`config.mk`:
```
export PLATFORM = sky130hd
export DESIGN_NAME = rt_pixel_scheduler
export DESIGN_NICKNAME = d
export VERILOG_FILES = /design/src/rtl/rt_pkg.sv /design/src/rtl/rt_tag_fifo.sv /design/src/rtl/rt_pixel_scheduler.sv
export SDC_FILE = /design/constraint.sdc
export NUM_CORES = 1
export LEC_CHECK = 0
export ABC_CLOCK_PERIOD_IN_PS = 9300
export CAP_MARGIN = 20
export CORE_UTILIZATION = 60
export DETAILED_ROUTE_END_ITERATION = 12
export PLACE_DENSITY = 0.81
export SLEW_MARGIN = 20
export SYNTH_ARGS = -nofsm -noshare
export SYNTH_HDL_FRONTEND = slang
export SYNTH_SLANG_ARGS = --single-unit
```
`constraint.sdc`:
```
create_clock -name clk -period 9.3 [get_ports clk]
set_input_delay 1.86 -clock clk [delete_from_list [all_inputs] [get_ports clk]]
set_output_delay 1.86 -clock clk [all_outputs]
set_load 0.02 [all_outputs]
```
`src/rtl/rt_pkg.sv`:
```
// ---------------------------------------------------------------------------
// rt_pkg
//   Shared definitions for the ray generation front end: the fixed-point
//   format used on the RGU coordinate bus, the tag that travels alongside each
//   issued pixel, and the pixel scheduler state encoding.
// ---------------------------------------------------------------------------
package rt_pkg;

  localparam int RT_FRAC_BITS   = 18;
  localparam int RT_DATA_W      = 32;
  localparam int RT_DIM_W       = 12;
  localparam int RT_RGU_LATENCY = 5;

  // 1.0 in the RGU fixed-point format
  localparam logic [31:0] Q_ONE = 32'(1) << RT_FRAC_BITS;

  // Tag carried through the FIFO for every pixel handed to the RGU
  typedef struct packed {
    logic [RT_DIM_W-1:0] x;
    logic [RT_DIM_W-1:0] y;
    logic                last;
  } pix_tag_t;

  typedef enum logic [1:0] {
    IDLE,
    ISSUE,
    DRAIN
  } sched_state_e;

  // Two spare entries over the RGU latency cover the one-cycle register on
  // each side of the RGU, so the tag FIFO never fills in legal operation.
  function automatic int tag_fifo_depth(input int rgu_latency);
    return rgu_latency + 2;
  endfunction

endpackage

```
`src/rtl/rt_tag_fifo.sv`:
```
// ---------------------------------------------------------------------------
// rt_tag_fifo
//   Synchronous FIFO of pix_tag_t. Any depth >= 1 (need not be a power of 2).
//   A push while full or a pop while empty is ignored; the parent decides
//   whether that is an error. pop_data shows the head entry combinationally.
// Ports
//   clk, resetn   clock, asynchronous active-low reset
//   push          write push_data this cycle
//   push_data     tag to store
//   pop           remove the head entry this cycle
//   pop_data      current head entry (valid while !empty)
//   empty, full   occupancy flags
// ---------------------------------------------------------------------------
module rt_tag_fifo
  import rt_pkg::*;
#(
  parameter int DEPTH = 7
) (
  input  logic     clk,
  input  logic     resetn,
  input  logic     push,
  input  pix_tag_t push_data,
  input  logic     pop,
  output pix_tag_t pop_data,
  output logic     empty,
  output logic     full
);

  localparam int AW = (DEPTH > 1) ? $clog2(DEPTH) : 1;
  localparam int CW = $clog2(DEPTH + 1);

  pix_tag_t        mem [DEPTH];
  logic [AW-1:0]   wr_ptr;
  logic [AW-1:0]   rd_ptr;
  logic [CW-1:0]   count;
  logic            do_push;
  logic            do_pop;

  // Pointers wrap explicitly because the depth is usually not a power of two
  function automatic logic [AW-1:0] next_ptr(input logic [AW-1:0] ptr);
    return (ptr == AW'(DEPTH - 1)) ? '0 : ptr + AW'(1);
  endfunction

  assign empty    = (count == '0);
  assign full     = (count == CW'(DEPTH));
  assign do_push  = push && !full;
  assign do_pop   = pop && !empty;
  assign pop_data = mem[rd_ptr];

  // Pointer and occupancy bookkeeping; push and pop in one cycle cancel out
  always_ff @(posedge clk or negedge resetn) begin
    if (!resetn) begin
      wr_ptr <= '0;
      rd_ptr <= '0;
      count  <= '0;
    end else begin
      if (do_push) wr_ptr <= next_ptr(wr_ptr);
      if (do_pop)  rd_ptr <= next_ptr(rd_ptr);
      case ({do_push, do_pop})
        2'b10:   count <= count + CW'(1);
        2'b01:   count <= count - CW'(1);
        default: count <= count;
      endcase
    end
  end

  // Storage needs no reset: entries are only read while the count says valid
  always_ff @(posedge clk) begin
    if (do_push) mem[wr_ptr] <= push_data;
  end

endmodule

```
`src/rtl/rt_pixel_scheduler.sv`:
```
// ---------------------------------------------------------------------------
// rt_pixel_scheduler
//   Front end of the ray generation unit. Walks the image raster row-major,
//   issuing one pixel per enabled cycle to the RGU as fixed-point x/y, and
//   tags each issue so the RGU's in-order results can be re-associated with
//   their integer pixel coordinate and a last-pixel flag.
// Ports
//   clk, resetn             clock, asynchronous active-low reset
//   cfg_width, cfg_height   image size, sampled on an accepted frame_start
//   frame_start             pulse: begin a frame (ignored while busy)
//   frame_abort             stop issuing; pixels already issued still drain
//   issue_en                downstream can take new work this cycle
//   busy                    frame in progress, until frame_done
//   frame_done              pulse when the frame has fully drained
//   tag_err                 sticky: result without a tag, or tag overflow
//   rgu_start, rgu_x, rgu_y issue strobe and fixed-point coordinate
//   rgu_valid               RGU result valid, in issue order
//   pix_valid, pix_x,
//   pix_y, pix_last         returned pixel, registered one cycle after rgu_valid
// ---------------------------------------------------------------------------
module rt_pixel_scheduler
  import rt_pkg::*;
#(
  parameter int FRAC_BITS   = RT_FRAC_BITS,
  parameter int DATA_W      = RT_DATA_W,
  parameter int DIM_W       = RT_DIM_W,
  parameter int RGU_LATENCY = RT_RGU_LATENCY
) (
  input  logic              clk,
  input  logic              resetn,
  input  logic [DIM_W-1:0]  cfg_width,
  input  logic [DIM_W-1:0]  cfg_height,
  input  logic              frame_start,
  input  logic              frame_abort,
  input  logic              issue_en,
  output logic              busy,
  output logic              frame_done,
  output logic              tag_err,
  output logic              rgu_start,
  output logic [DATA_W-1:0] rgu_x,
  output logic [DATA_W-1:0] rgu_y,
  input  logic              rgu_valid,
  output logic              pix_valid,
  output logic [DIM_W-1:0]  pix_x,
  output logic [DIM_W-1:0]  pix_y,
  output logic              pix_last
);

  // The shifted index must fit in the coordinate word, and the tag struct
  // and Q format are shared with the intersector through the package.
  if (DIM_W + FRAC_BITS > DATA_W) begin : g_width_check
    $error("rt_pixel_scheduler: DIM_W + FRAC_BITS exceeds DATA_W");
  end
  if (DIM_W != RT_DIM_W || Q_ONE != (32'(1) << FRAC_BITS)) begin : g_pkg_check
    $error("rt_pixel_scheduler: DIM_W/FRAC_BITS disagree with rt_pkg");
  end

  sched_state_e      state;
  logic [DIM_W-1:0]  x_cnt;
  logic [DIM_W-1:0]  y_cnt;
  logic [DIM_W-1:0]  x_max;
  logic [DIM_W-1:0]  y_max;

  logic              do_issue;
  logic              is_last;
  logic              fifo_push;
  logic              fifo_pop;
  logic              fifo_empty;
  logic              fifo_full;
  pix_tag_t          push_tag;
  pix_tag_t          head_tag;

  function automatic logic [DATA_W-1:0] to_fixed(input logic [DIM_W-1:0] idx);
    return DATA_W'(idx) << FRAC_BITS;
  endfunction

  // Issue decision and tag for the pixel currently addressed by the counters.
  // Abort wins over issue so nothing new leaves in the abort cycle.
  always_comb begin
    do_issue      = (state == ISSUE) && issue_en && !frame_abort;
    is_last       = (x_cnt == x_max) && (y_cnt == y_max);
    push_tag      = '0;
    push_tag.x    = x_cnt;
    push_tag.y    = y_cnt;
    push_tag.last = is_last;
    fifo_push     = do_issue && !fifo_full;
    fifo_pop      = rgu_valid && !fifo_empty;
  end

  rt_tag_fifo #(
    .DEPTH (tag_fifo_depth(RGU_LATENCY))
  ) u_tag_fifo (
    .clk       (clk),
    .resetn    (resetn),
    .push      (fifo_push),
    .push_data (push_tag),
    .pop       (fifo_pop),
    .pop_data  (head_tag),
    .empty     (fifo_empty),
    .full      (fifo_full)
  );

  // Frame sequencing. A zero-sized frame goes straight to DRAIN with an
  // empty FIFO, which yields busy for one cycle followed by frame_done.
  // The counters hold max-index values so the wrap test is a plain compare.
  always_ff @(posedge clk or negedge resetn) begin
    if (!resetn) begin
      state      <= IDLE;
      busy       <= 1'b0;
      frame_done <= 1'b0;
      rgu_start  <= 1'b0;
      rgu_x      <= '0;
      rgu_y      <= '0;
      x_cnt      <= '0;
      y_cnt      <= '0;
      x_max      <= '0;
      y_max      <= '0;
    end else begin
      frame_done <= 1'b0;
      rgu_start  <= 1'b0;
      case (state)
        IDLE: begin
          if (frame_start) begin
            busy  <= 1'b1;
            x_cnt <= '0;
            y_cnt <= '0;
            x_max <= cfg_width - DIM_W'(1);
            y_max <= cfg_height - DIM_W'(1);
            if (cfg_width != '0 && cfg_height != '0) state <= ISSUE;
            else                                     state <= DRAIN;
          end
        end
        ISSUE: begin
          if (frame_abort) begin
            state <= DRAIN;
          end else if (issue_en) begin
            rgu_start <= 1'b1;
            rgu_x     <= to_fixed(x_cnt);
            rgu_y     <= to_fixed(y_cnt);
            if (is_last) begin
              state <= DRAIN;
            end else if (x_cnt == x_max) begin
              x_cnt <= '0;
              y_cnt <= y_cnt + DIM_W'(1);
            end else begin
              x_cnt <= x_cnt + DIM_W'(1);
            end
          end
        end
        DRAIN: begin
          if (fifo_empty && !rgu_valid) begin
            state      <= IDLE;
            busy       <= 1'b0;
            frame_done <= 1'b1;
          end
        end
        default: state <= IDLE;
      endcase
    end
  end

  // Return path: every RGU result consumes one tag and is presented a cycle
  // later. A result with no tag, or an issue the FIFO cannot hold, latches
  // tag_err until reset.
  always_ff @(posedge clk or negedge resetn) begin
    if (!resetn) begin
      pix_valid <= 1'b0;
      pix_x     <= '0;
      pix_y     <= '0;
      pix_last  <= 1'b0;
      tag_err   <= 1'b0;
    end else begin
      pix_valid <= fifo_pop;
      if (fifo_pop) begin
        pix_x    <= head_tag.x;
        pix_y    <= head_tag.y;
        pix_last <= head_tag.last;
      end
      if ((rgu_valid && fifo_empty) || (do_issue && fifo_full)) tag_err <= 1'b1;
    end
  end

endmodule

```
Word level (Yosys, flattened, before mapping)
Memory sizes are Yosys's and may differ from the RTL's. A register that Yosys moved wholly into a read port is not among the register bits.
Index checks and enable logic that the tools add are counted.
Widths: inputs -> output; s select.
{ "classes": {"muxes": 31, "n_eq_ne": 17, "bitwise": 1, "addsub": 8, "reduce_logical": 30} }
{ "ops": {"columns": ["cell", "count"], "rows": [
  ["$mux 12", 9],
  ["$pmux 12 s2", 2],
  ["$add 12x1->12 const B", 2],
  ["$eq 12x12->1", 2],
  ["$reduce_bool 12->1", 2],
  ["$sub 12x1->12 const B", 2],
  ["$mux 2", 6],
  ["$logic_and 1x1->1", 11],
  ["$ne 2x2->1 const B", 5],
  ["$add 3x1->3 const B", 3],
  ["$eq 3x3->1 const B", 3],
  ["$mux 1", 9],
  ["$mux 3", 2],
  ["$ne 3x3->1 const B", 2],
  ["$pmux 2 s3", 1],
  ["$pmux 3 s2", 1],
  ["$reduce_and 3->1", 2],
  ["$reduce_and 6->1", 1],
  ["$reduce_bool 2->1", 3],
  ["$logic_not 1->1", 5],
  ["$reduce_and 5->1", 1],
  ["$eq 2x1->1 const B", 2],
  ["$eq 2x2->1 const B", 2],
  ["$reduce_and 4->1", 1],
  ["8 further kinds", 8]
]} }
{ "word_totals": {"reg_bits": 88, "ramBits": 175, "memories": 1, "elab_cells": 103, "output_inout_bits": 94} }
{ "memory_table": {"columns": ["name", "words", "word_bits", "read_ports", "rd_clocked_by_memory_dff", "write_ports", "line", "source"], "rows": [
  ["u_tag_fifo.mem", 7, 25, 1, 1, 1, "rt_tag_fifo.sv:32", "pix_tag_t mem [DEPTH];"]
]} }

Logic depth before layout (Yosys ltp)
{ "logic_depth": {"ltp_word": 7, "depth_mapped": 11, "ltp_nobuf": 10} }

Modules after synthesis
A second synthesis with hierarchy kept.
{ "unflattened": {"cells_unflattened": 889, "hier_area_um2": 12598.3} }
{ "by_module_without_submodules": {"columns": ["mod", "seq_area_each_um2", "area_each_um2", "cells_per_inst", "n_inst"], "rows": [
  ["rt_tag_fifo", 5480.3, 7318.3, 403, 1],
  ["rt_pixel_scheduler", 2602.5, 5280.1, 486, 1]
]} }

Worst setup path before layout
OpenSTA, ideal clock, no wires.
{ "synth_timing": {"path_type": "in2reg", "from": "in issue_en", "to": "mem u_tag_fifo.mem[0][0] in the netlist's numbering, enable pin", "setup_slack_ns": 4.031, "required_ns": 8.830, "stages": 5, "arrival_time_ns": 4.799, "setup_ns": 0.470, "path_cell_list": "buf_2 nand3_1 inv_2 nand2_1 nor4_1"} }
{ "synth_between": {"elab_chain_cells": 6} }
{ "synth_rtl": {"columns": ["item", "line", "source"], "rows": [
  ["start: declaration", "rt_pixel_scheduler.sv:35", "input logic issue_en,"],
  ["$logic_and 1x1->1 (2 in a row)", "rt_pixel_scheduler.sv:80", "do_issue = (state == ISSUE) && issue_en && !frame_abort;"],
  ["$logic_and 1x1->1", "rt_pixel_scheduler.sv:86", "fifo_push = do_issue && !fifo_full;"],
  ["$logic_and 1x1->1", "rt_tag_fifo.sv:46", "assign do_push = push && !full;"],
  ["$mux 1", "rt_tag_fifo.sv:69", "if (do_push) mem[wr_ptr] <= push_data;"],
  ["$mux 1 (not written as such)", "rt_tag_fifo.sv:69", null],
  ["end: declaration", "rt_tag_fifo.sv:32", null]
]} }
Every way passes these cells.

Worst setup path after layout
{ "layout_timing": {"from": "in issue_en", "to": "mem u_tag_fifo.mem[3][4] in the netlist's numbering, enable pin"} }
Same word-level chain as after synthesis.

==> impl_metrics.xml <==
<?xml version="1.0" encoding="UTF-8"?>
<metrics>
  <group name="run_status">
    <metric name="status" unit="">completed</metric>
  </group>
  <group name="clock_tree">
    <metric name="cts_tree" unit="">done</metric>
    <metric name="post_cts_resize_count" unit="">0</metric>
    <metric name="cts.hold.buffers_added" unit="">0</metric>
    <metric name="cts_root_buf" unit="">clkbuf_16</metric>
    <metric name="cts_inserted_buffers" unit="">27</metric>
    <metric name="max-clock-path-buffers" unit="">3</metric>
    <metric name="path_clk_slew" unit="ns">0.06</metric>
    <metric name="postCtsSetupRepairBufs" unit="">0</metric>
    <metric name="clock_sinks" unit="">288</metric>
    <metric name="worst_skew_pair.late_latency" unit="ns">0.53</metric>
    <metric name="cts_htree_levels" unit="">1</metric>
  </group>
  <group name="detailed_routing">
    <metric name="dr.pass1.iters" unit="">5</metric>
    <metric name="total_routed_length" unit="µm">24500</metric>
    <metric name="avgRoutedWirePerCell" unit="µm">18.7</metric>
    <metric name="post_route_drc_violation_count" unit="">0</metric>
    <metric name="dr_total_vias" unit="">7384</metric>
    <metric name="avgViaCountPerCell" unit="">5.65</metric>
    <metric name="detailedRoute.firstIterationViolations" unit="">586</metric>
    <metric name="ant_nets" unit="">0</metric>
  </group>
  <group name="floorplanning">
    <metric name="core_area" unit="µm²">20200</metric>
    <metric name="die_h" unit="µm">146</metric>
    <metric name="design.die.area" unit="µm²">21200</metric>
    <metric name="ios" unit="">124</metric>
    <metric name="floorplan.rows" unit="">52</metric>
    <metric name="die_w" unit="µm">146</metric>
    <metric name="start_util" unit="">0.612</metric>
  </group>
  <group name="finish">
    <metric name="layout.filler_cells" unit="">1350</metric>
    <metric name="fin_area" unit="µm²">14200</metric>
    <metric name="antenna_cells" unit="">0</metric>
    <metric name="layout_commonest_cell" unit="">edfxtp_1</metric>
    <metric name="layout.core_utilization" unit="">0.702</metric>
    <metric name="area_overhead_vs_synth" unit="%">14.7</metric>
    <metric name="layout.cells.most_common_list" unit="">edfxtp_1 (175), nand2_1 (165), dfrtp_1 (111)</metric>
    <metric name="final_nets" unit="">1056</metric>
    <metric name="instances_no_fill" unit="">1308</metric>
    <metric name="multi_input_comb_area" unit="µm²">3900</metric>
    <metric name="layout-drive-gt1-share" unit="">0.0954</metric>
    <metric name="register_area" unit="µm²">8090</metric>
  </group>
  <group name="sta">
    <metric name="timing_max_transition_violations_final" unit="">0</metric>
    <metric name="final_hold_viol_count" unit="">0</metric>
    <metric name="post-route-period-util" unit="">0.466</metric>
    <metric name="timing.clock.skew" unit="ns">0.0137</metric>
    <metric name="setup-violations-final" unit="">0</metric>
    <metric name="worstMarginPinSlew" unit="ns">0.991</metric>
    <metric name="slew_headroom" unit="">0.339</metric>
    <metric name="max_clock_freq" unit="MHz">231</metric>
    <metric name="final_period_minus_worst_setup_slack" unit="ns">4.34</metric>
    <metric name="setup-tns-final" unit="ns">0</metric>
    <metric name="rsz0062_at_grt" unit="">no</metric>
    <metric name="timing.final.ws_setup" unit="ns">4.96</metric>
  </group>
  <group name="placed_design">
    <metric name="place.detailed.instances" unit="">1259</metric>
    <metric name="gpl.final_weighted_congestion" unit="">0.825</metric>
    <metric name="placement.setup.worst_slack" unit="ns">4.43</metric>
    <metric name="hpwl" unit="µm">15200</metric>
    <metric name="port_buffers" unit="">83</metric>
    <metric name="placed_cell_area" unit="µm²">13300</metric>
  </group>
  <group name="synth">
    <metric name="post_synth_mux_area_share" unit="">0.0901</metric>
    <metric name="netlist_area" unit="µm²">12400</metric>
    <metric name="synth_top_area_share" unit="">0.424</metric>
    <metric name="synth_simple_gate_area_share" unit="">0.105</metric>
    <metric name="number_of_synthesized_flops_with_an_enable_pin" unit="">175</metric>
    <metric name="synth_top_flop_cell" unit="">edfxtp_1</metric>
    <metric name="post_synth_main_area_contributors" unit="">edfxtp_1 (42%), dfrtp_1 (23%), nand2_1 (5.0%)</metric>
    <metric name="combinational_family_with_the_most_area_after_synthesis" unit="">simple AND/OR/NAND/NOR gates</metric>
    <metric name="synth-adder-area-share" unit="">0.00869</metric>
    <metric name="synth_compound_area_frac" unit="">0.0654</metric>
    <metric name="post_synth_inst_count" unit="">942</metric>
    <metric name="parity_gate_share_of_the_synthesized_area_counting_xor_and_xnor_cells" unit="">0.0318</metric>
    <metric name="synth_async_sr_flop_share" unit="">0.392</metric>
    <metric name="synth.distinct_cells" unit="">57</metric>
    <metric name="largest_area_contributor_in_the_netlist" unit="">edfxtp_1</metric>
    <metric name="synth_sequential_area_ratio" unit="">0.653</metric>
    <metric name="yosys_register_bits" unit="">288</metric>
    <metric name="ys.warnings.count" unit="">0</metric>
    <metric name="avgSynthCellArea" unit="µm²">13.1</metric>
  </group>
  <group name="critical_path">
    <metric name="cell_family_contributing_the_most_delay_on_the_critical_path" unit="">buffers and inverters</metric>
    <metric name="crit-reg2reg-capture" unit="">u_tag_fifo.mem[3][4]</metric>
    <metric name="critical_path.max_stage_delay" unit="ns">0.78</metric>
    <metric name="worstPathCellList" unit="">clkdlybuf4s50_1 &gt; nand3_1 &gt; inv_2 &gt; nand3_1 &gt; nor3b_2 &gt; buf_4</metric>
    <metric name="crit_path_frequent_cell" unit="">nand3_1</metric>
    <metric name="cp_max_fo" unit="">25</metric>
    <metric name="crit_path_category" unit="">input port to flop</metric>
    <metric name="cp.arrival" unit="ns">4.55</metric>
    <metric name="timing.critical_path.buf_inv" unit="">3</metric>
    <metric name="critical_path.reg2reg.startpoint" unit="">state[1]</metric>
    <metric name="worst_ep_required_time" unit="ns">9.52</metric>
    <metric name="worstSetupEndpointType" unit="">flop</metric>
    <metric name="r2r_cells" unit="">6</metric>
    <metric name="rrSetupSlack" unit="ns">6.32</metric>
    <metric name="critPathSlowestCell" unit="">nor3b_2</metric>
    <metric name="setup.worst_path.start_class" unit="">input port</metric>
  </group>
  <group name="power">
    <metric name="vdd_drop_max" unit="µV">189</metric>
    <metric name="p_leak" unit="nW">5.69</metric>
    <metric name="power.share.combinational" unit="">0.272</metric>
    <metric name="internal-power" unit="W">0.00264</metric>
    <metric name="pwr-share-clk" unit="">0.290</metric>
    <metric name="power.switching_fraction" unit="">0.308</metric>
    <metric name="power_density" unit="nW/µm²">269</metric>
    <metric name="seq_power_share" unit="">0.437</metric>
    <metric name="p_sw" unit="W">0.00118</metric>
  </group>
  <group name="hold_path">
    <metric name="hold_path_startpoint" unit="">tag_err</metric>
    <metric name="holdCritPathClass" unit="">flop to flop</metric>
    <metric name="hold_depth" unit="">2</metric>
    <metric name="whs_endpoint" unit="">tag_err</metric>
  </group>
  <group name="job">
    <metric name="cap_viol_max_count" unit="">0</metric>
  </group>
  <group name="global_routing">
    <metric name="groute.usage.overall" unit="">0.238</metric>
    <metric name="pin_count_of_the_biggest_net_entering_global_routing" unit="">81</metric>
    <metric name="grt_pass1_vias" unit="">7353</metric>
    <metric name="antenna_found_initial" unit="">0</metric>
    <metric name="grt.overflow.total" unit="">0</metric>
    <metric name="grt_first_pass_wirelength" unit="µm">39300</metric>
  </group>
</metrics>
## synth_stat cells, types with 5 or more instances
cell type	n
o21ai_1	64
mux4_2	25
o21ai_0	30
a21o_1	5
nand2b_1	7
nor4_2	5
nand2_1	165
a31oi_1	10
mux2i_1	54
clkbuf_1	29
nor4_1	8
xnor2_1	14
nor2_1	25
nor2b_1	5
xor2_1	31
nand3_1	12
and3_1	16
ha_1	7
nor3_1	18
buf_2	13
dfrtp_1	113
a21oi_1	7
edfxtp_1	175
nand4_1	6
inv_1	11
buf_4	44
## flip-flops by register name, summed over array words and instances (netlist names), 12 cells and up
name,flops
y_cnt,12
pix_y,12
y_max,12
pix_x,12
x_cnt,12
rgu_y,12
x_max,12
rgu_x,12
u_tag_fifo.mem,175
## worst register-to-register path, stage by stage, from the launching register on
cell,delay [ns]
dfrtp_1,0.48
nor2_1,0.21
nand3_1,0.14
inv_2,0.39
nand3_1,0.29
nor3b_2,0.78
buf_4,0.38
## power by group through the flow
stage	Combinational, W	Clock (W)	Sequential [W]
floorplan	0.000689	0	0.00173
finish	0.00104	0.00111	0.00167
global route	0.00114	0.00117	0.00169
global placement	0.00103	0	0.00168
CTS	0.00105	0.00112	0.00167
detailed placement	0.00104	0	0.00169
## cell families (layout without fill, tap and decap cells)
group                    Yosys count  after routing
XOR/XNOR                          45             45
adder cells (fa/ha/maj)            8              8
other                              1             40
AND/OR/NAND/NOR                  280            280
flip-flops                       288            288
AO/OA/AOI/OAI                    139            139
multiplexers                      80             80
buffers and inverters            101            158
## layer usage
layer  GRT usage  wire [µm]
met1       0.334      10600
met2       0.401      12100
met3      0.0257       1410
met4      0.0642        435
met5           0          0
## stage by stage
step	hold WS, ns	total power (W)
global placement	0.466	0.00271
CTS	0.486	0.00384
detailed placement	0.463	0.00274
finish	0.480	0.00382
global route	0.509	0.00400
floorplan	0.475	0.00242
## cell type report
type                       count  area share
sequential                   288       0.569
tap                          270      0.0238
multi-input combinational    592       0.275
inverter                      12     0.00317
clock inverter                12      0.0112
timing repair buffer          97      0.0657
clock buffer                  37      0.0516
## how the worst max path moves through the flow
stage                         from                    to  cells past startpoint
after floorplan           issue_en  u_tag_fifo.mem[0][0]                      5
after global placement    issue_en  u_tag_fifo.mem[3][6]                      6
after detailed placement  issue_en  u_tag_fifo.mem[3][4]                      6
after CTS                 issue_en  u_tag_fifo.mem[3][5]                      6
after global routing      issue_en  u_tag_fifo.mem[3][5]                      6
final                     issue_en  u_tag_fifo.mem[3][4]                      6
(Power assumes the default switching activity.)
==> RTL edit, RTL diff (same flow settings) <==
The package constant `RT_RGU_LATENCY` goes from 5 to 10.
--- a/src/rtl/rt_pkg.sv
+++ b/src/rtl/rt_pkg.sv
@@ -9,7 +9,7 @@
   localparam int RT_FRAC_BITS   = 18;
   localparam int RT_DATA_W      = 32;
   localparam int RT_DIM_W       = 12;
-  localparam int RT_RGU_LATENCY = 5;
+  localparam int RT_RGU_LATENCY = 10;
 
   // 1.0 in the RGU fixed-point format
   localparam logic [31:0] Q_ONE = 32'(1) << RT_FRAC_BITS;
Formal check against the unedited RTL: no difference found for any inputs over 4 cycles, from zero or initial values and one cycle with resetn low; that may be too few to reach the edited logic, so the function may still have changed.
==> RTL edit against the original RTL <==
  * Total power up 41%
  * Routed wire length up 60%
  * Sequential cell count rose by 128
  * Synthesized area is 40% higher
  * Clock skew is 2.0 ps higher
  * Worst hold slack worse by 6.1 ps
  * Setup slack lost 280 ps
  * Design area increased by 39%
  * Critical endpoint is now u_tag_fifo.count[2]
  * Largest cell class unchanged
  * Largest power group unchanged
==> RTL edit: results (changes against the original RTL) <==
top cells by count, synth=300 x edfxtp_1, 127 x nand2_1, 116 x dfrtp_1; run status=finished clean; M1 wire length=15.33 mm (+45%); most area-consuming cells after synthesis=edfxtp_1 52%, dfrtp_1 17%, mux4_2 9.7%, nand2_1 2.7%, o21ai_0 1.8%; Clk. pwr=1600 uW (+44%); DP HPWL=24.51 mm (+61%); grt met3 use=4.074% (+1.5 points); Tmin final=4614 ps (+276.7 ps); Post-synth ARST share=27.88% (-11 points); reg2reg path depth=10 (+4); Compound-Gate Fraction of Synth Area=5.916% (-0.62 points); Seq power=2520 uW (+51%); Area after DPL=0.01839 mm^2 (+38%); Nets=1245 (+18%); Vias per Instance=6.104 (+8.1%); Place WS=4175 ps (-254.0 ps); total CTS buffers=41 (+52%); reg-to-reg startpoint=u_tag_fifo.count[1]; met2 wire length=19.61 mm (+62%); Largest register FFs=300 (+71%); internal power=3705 uW (+40%); Max rail drop VDD=0.0001364 V (-28%); Slew @ Worst Pin=1170 ps (+178.7 ps); routability cong.=0.8950 (+8.4%); number of global-route vias before repair=9941 (+35%); largest net degree at the start of global routing=83 (+2.5%); post-synthesis mux area share=11.61% (+2.6 points); xor and xnor area share after synthesis=2.374% (-0.81 points); leak pwr=0.007525 uW (+32%); hold path start=pix_x[6]; GRT Overall Usage=27.77% (+4.0 points); FF-to-FF setup slack=5700 ps (-620 ps); Routed met3 length=2.960 mm (+110%); H-Tree Depth=2 (+1); Netlist cell types=58 (+1.8%); worst skew pair latency=530 ps (about the same); met1 usage=37.07% (+3.7 points); routed wire length=39.25 mm (+60%); drt initial violations=961 (+64%); Arr. time, crit path=5020 ps (+470 ps); Fin Clk Skew=15.67 ps (+1.977 ps); layout cell share with drive strength beyond 1=15.56% (+6.0 points); Seq/Total Area, Yosys=68.69% (+3.4 points); EDFF count, synth=300 (+71%)
## RTL edit: cell types whose count changed after synthesis, sizes merged, moves of 26 or more
cell	unedited run	this run
edfxtp	175	300
a21oi	8	60
mux2i	54	2
mux4	25	75
nand2	165	127
o21ai	95	65
mux2	1	27
## RTL edit: area by class of cell
cell class	count	area (um^2)
clock buffer	63	1181
clock inverter	13	116.4
fill	1830	8388
inverter	17	63.81
multi-input combinational	628	4999
sequential	416	11920
tap	378	473.0
timing repair buffer	97	948.4
## RTL edit: stage by stage
stage	instances	power (uW)	hold WS [ps]
after CTS	1612	5427	482.5
after global routing	1612	5633	508.0
final	1612	5395	474.2
after detailed placement	1536	3826	468.9
after global placement	1534	3781	459.7
after floorplan	1154	3360	468.9
## RTL edit: critical path, stage by stage
cell	delay [ps]
clkdlybuf4s50_1	450
nor3b_1	330
nand2_1	270
inv_1	140
o21a_1	550
inv_1	180
ha_1	310
xor2_1	170
ha_1	200
a21oi_1	180
xor2_1	170
nor2_1	70
xor2_1	140
